<file path="config.mk">
export PLATFORM = sky130hd
export DESIGN_NAME = registered_adder
export DESIGN_NICKNAME = d
export VERILOG_FILES = /design/src/rtl/registered_adder.sv
export SDC_FILE = /design/constraint.sdc
export NUM_CORES = 1
export LEC_CHECK = 0
export CORE_MARGIN = 2
export CORE_UTILIZATION = 40
export CTS_BUF_LIST = sky130_fd_sc_hd__clkbuf_8
export CTS_CLUSTER_SIZE = 25
export DETAILED_ROUTE_END_ITERATION = 16
export PLACE_DENSITY = 0.8
export SYNTH_ARGS = -nofsm -noshare
export SYNTH_HDL_FRONTEND = slang
export SYNTH_SLANG_ARGS = --single-unit
</file>
<file path="constraint.sdc">
create_clock -name Clk -period 0.8 [get_ports Clk]
set_input_delay 0.16 -clock Clk [delete_from_list [all_inputs] [get_ports Clk]]
set_output_delay 0.16 -clock Clk [all_outputs]
set_load 0.05 [all_outputs]
</file>
<file path="src/rtl/registered_adder.sv">
// registered_adder: WIDTH-bit adder with carry-in, carry-out and a signed
// overflow flag. The result passes through LATENCY register stages, with a
// valid bit travelling alongside each result.
// Data registers load on every clock edge. Consumers qualify the outputs
// with out_valid. Reset clears every stage asynchronously.
module registered_adder #(
    parameter int unsigned WIDTH   = 8,
    parameter int unsigned LATENCY = 1
) (
    input  logic             Clk,
    input  logic             Reset,
    input  logic [WIDTH-1:0] a,
    input  logic [WIDTH-1:0] b,
    input  logic             c_in,
    input  logic             in_valid,
    output logic [WIDTH-1:0] sum,
    output logic             c_out,
    output logic             overflow,
    output logic             out_valid
);

    typedef struct packed {
        logic [WIDTH-1:0] sum;
        logic             c_out;
        logic             overflow;
        logic             valid;
    } stage_t;

    localparam int unsigned SW = $bits(stage_t);

    logic [WIDTH:0]       full_sum;
    stage_t               stage_d;
    stage_t               stage_q;
    logic [LATENCY*SW-1:0] chain;

    // Stage 0: full-width add. The carry is taken from bit WIDTH before any
    // truncation; overflow is checked on the signs of a, b and the sum.
    always_comb begin
        full_sum          = {1'b0, a} + {1'b0, b} + {{WIDTH{1'b0}}, c_in};
        stage_d           = '0;
        stage_d.sum       = full_sum[WIDTH-1:0];
        stage_d.c_out     = full_sum[WIDTH];
        stage_d.overflow  = (a[WIDTH-1] == b[WIDTH-1]) &&
                            (full_sum[WIDTH-1] != a[WIDTH-1]);
        stage_d.valid     = in_valid;
    end

    // All stages are held in one packed shift chain so the delay depth
    // follows LATENCY without per-stage arrays. The newest result enters at
    // the low end, and the oldest leaves at the top.
    generate
        if (LATENCY == 1) begin : g_single
            // Single register stage loaded from the adder.
            always_ff @(posedge Clk or posedge Reset) begin
                if (Reset) chain <= '0;
                else       chain <= stage_d;
            end
        end else begin : g_multi
            // Shift the chain by one stage each edge with no back-pressure.
            always_ff @(posedge Clk or posedge Reset) begin
                if (Reset) chain <= '0;
                else       chain <= {chain[(LATENCY-1)*SW-1:0], stage_d};
            end
        end
    endgenerate

    // Drive the outputs from the oldest stage.
    always_comb begin
        stage_q   = stage_t'(chain[LATENCY*SW-1 -: SW]);
        sum       = stage_q.sum;
        c_out     = stage_q.c_out;
        overflow  = stage_q.overflow;
        out_valid = stage_q.valid;
    end

endmodule

</file>
==> out/metrics.cfg <==
[critical_path]
crit_buf_inv = 1
worstSetupPathType = input pin to flop
cp-start-kind = input pin
worst_ep_arrival_time_ns = 1.75
slowest_delay_ns = 0.42
required_ns = 0.95
crit_family = adder cells
worstPathMaxFanout = 3
endpoint_kind = flop
cpMostUsedCell = fa_2
cp.depth = 7
cpMaxStageDelayCell = fa_2
crit_chain = buf_6, fa_2, fa_2, a21oi_4, o211ai_1, a21oi_2, xnor2_1

[grt]
grt_pass1_wl_mm = 4.360
antenna_found_initial = 0
grtUsageTotal_pct = 33.74
overflow = 0
first_global_vias = 786
grt_max_degree = 12

[status]
outcome = complete, but fails checks
violations = negative setup slack

[floorplanning]
rows = 14
die_h_um = 43.23
pin_count = 31
initial_core_util_pct = 41.84
dieArea_um2 = 1869
core-area_um2 = 1471
die_w_um = 43.23

[pwr]
ir_worst_vdd_uv = 1079
power_density_nw_per_um2 = 1994
clockPowerShare_pct = 20.7
power.total_w = 0.002836
p_leak_nw = 0.6581
switchingPower_w = 0.001087
combPwrFrac_pct = 53.0
power_frac_seq_pct = 26.3
internal_power_w = 0.001749
swShare_pct = 38.32

[cells_and_area]
final_nets = 144
filler_cell_count = 30
top_register = chain
diodes = 0
reg_top3 = chain: 11 flops
finalCoreUtilization_pct = 96.68
largest_reg_flops = 11
stdcell_area_um2 = 1423
multi_input_area_um2 = 466.7
drive_above_1_share_pct = 57.89
area_growth_pct = 131.1
final-seq-area_um2 = 275.3

[timing]
slew_viol_final = 0
rsz0062_at_grt = yes
setup_violations = 20
fmax_mhz = 626.2
fin_crit_ns = 1.597
holdWs_ns = 0.2220
fin_ws_ns = -0.7970
setup_tns_ns = -7.406
worst_slew_pin_slew_ns = 0.3223
slew_headroom_pct = 78.33
hold_viol_final = 0
period_share_pct = 199.6

[routing]
drtAntennaViolNets = 0
dr.pass1.iters = 4
vias_per_cell = 5.992
drc = 0
avgRoutedWirePerCell_um = 26.05
via_count = 779
drtIter0Drc = 39
routed_wl_mm = 3.387

[cts]
cts-root-buf = clkbuf_8
cts_buffer_depth = 2
path_clk_slew_ns = 0.06
cts.sinks = 11
cts_buffers = 3
cts_hold_buffers = 0
cts_tree = built
htree_num_levels = 1

[synth]
synth_fp_nets = 83
synthTopCellsByArea = dfrtp_1 45%, ha_1 14%, fa_1 6.5%
synth_area_um2 = 615.6
ys_warn_count = 0
synth_top_area_share_pct = 44.72
async_flop_share_pct = 100.0
synth_edf_count = 0
ys_types = 20
synth_ff_type = dfrtp_1
synthCells = 54
yosys-top-cells-count = 11 x dfrtp_1, 7 x ha_1, 5 x a21oi_1
syn_avg_cell_area_um2 = 11.40
seq_area_frac_synth_pct = 44.72
ys_seq_elements = 11
synth_top_area_cell = dfrtp_1
yosys.cell_count.top_type = dfrtp_1

[place]
placed_area_um2 = 1219
dp_hpwl_mm = 1.421
port_buffers = 30
globalplace.congestion = 0.7740

[min_path]
hold_path.class = input pin to flop
min_path_cells = 2

[flow_run]
cap_violations = 0

## metal layers
layer / wire length [µm] / global-route usage (%) / vias to the layer above
met5: 0 / 0 / -
met4: 215 / 13.33 / 0
met3: 367 / 6.809 / 26
met2: 1627 / 55.52 / 81
met1: 1176 / 42.97 / 362
li1: - / - / 310
## layout make-up
class	count	share of cell area, %
Timing Repair Buffer	56	42.48
Multi-Input combinational cell	40	32.81
Sequential cell	11	19.35
Clock buffer	3	2.902
Tap cell	16	1.407
Inverter	3	0.7916
Clock inverter	1	0.2639
## placed cells by master, fill, tap and decap left out, drive strengths merged
| cell | count |
|---|---|
| clkdlybuf4s50 | 4 |
| dfrtp | 11 |
| nor3 | 3 |
| nand2 | 2 |
| xor2 | 1 |
| mux2 | 1 |
| o22ai | 1 |
| a21oi | 5 |
| clkdlybuf4s15 | 2 |
| o31ai | 1 |
| fa | 2 |
| or3 | 1 |
| xnor2 | 4 |
| o21bai | 1 |
| buf | 40 |
| clkbuf | 3 |
| nor2 | 3 |
| a211oi | 1 |
| inv | 4 |
| o211ai | 1 |
| a21o | 1 |
| nor2b | 2 |
| o21ai | 3 |
| dlygate4sd2 | 10 |
| ha | 7 |
## what timing repair did
action	4_1_cts	5_1_grt
pin swaps	23	8
buffers inserted	5	2
resized for setup	46	3
setup endpoints to repair	21	20
## power by group through the flow
| stage | Sequential (W) | Clock [W] | Combinational (W) |
|---|---|---|---|
| finish | 0.000745 | 0.000589 | 0.00150 |
| global route | 0.000749 | 0.000600 | 0.00154 |
| CTS | 0.000744 | 0.000545 | 0.00138 |
| detailed placement | 0.000745 | 0 | 0.00126 |
| global placement | 0.000739 | 0 | 0.00123 |
| floorplan | 0.00103 | 0 | 0.000250 |
## worst paths after layout
path	start	end
worst min-delay path	a[0]	chain[3]
max in group asynchronous	Reset	chain[6]
worst max-delay path	a[0]	chain[9]
min in group asynchronous	Reset	chain[0]
## logic make-up after synthesis
logic type	after synthesis	share of synthesized area, %
compound gates	14	15.24
simple gates	11	8.537
flops	11	44.71
fa+ha+maj	9	20.73
xor+xnor	5	7.113
buf+inv	3	1.829
mux	1	1.829
## metrics by stage
step / worst slack [ns] / std cells
floorplan: -0.7373 / 54
detailed placement: -1.300 / 119
global route: -0.8301 / 130
finish: -0.7970 / 130
CTS: -0.7166 / 128
global placement: -1.231 / 119
(Power assumes the default switching activity.)
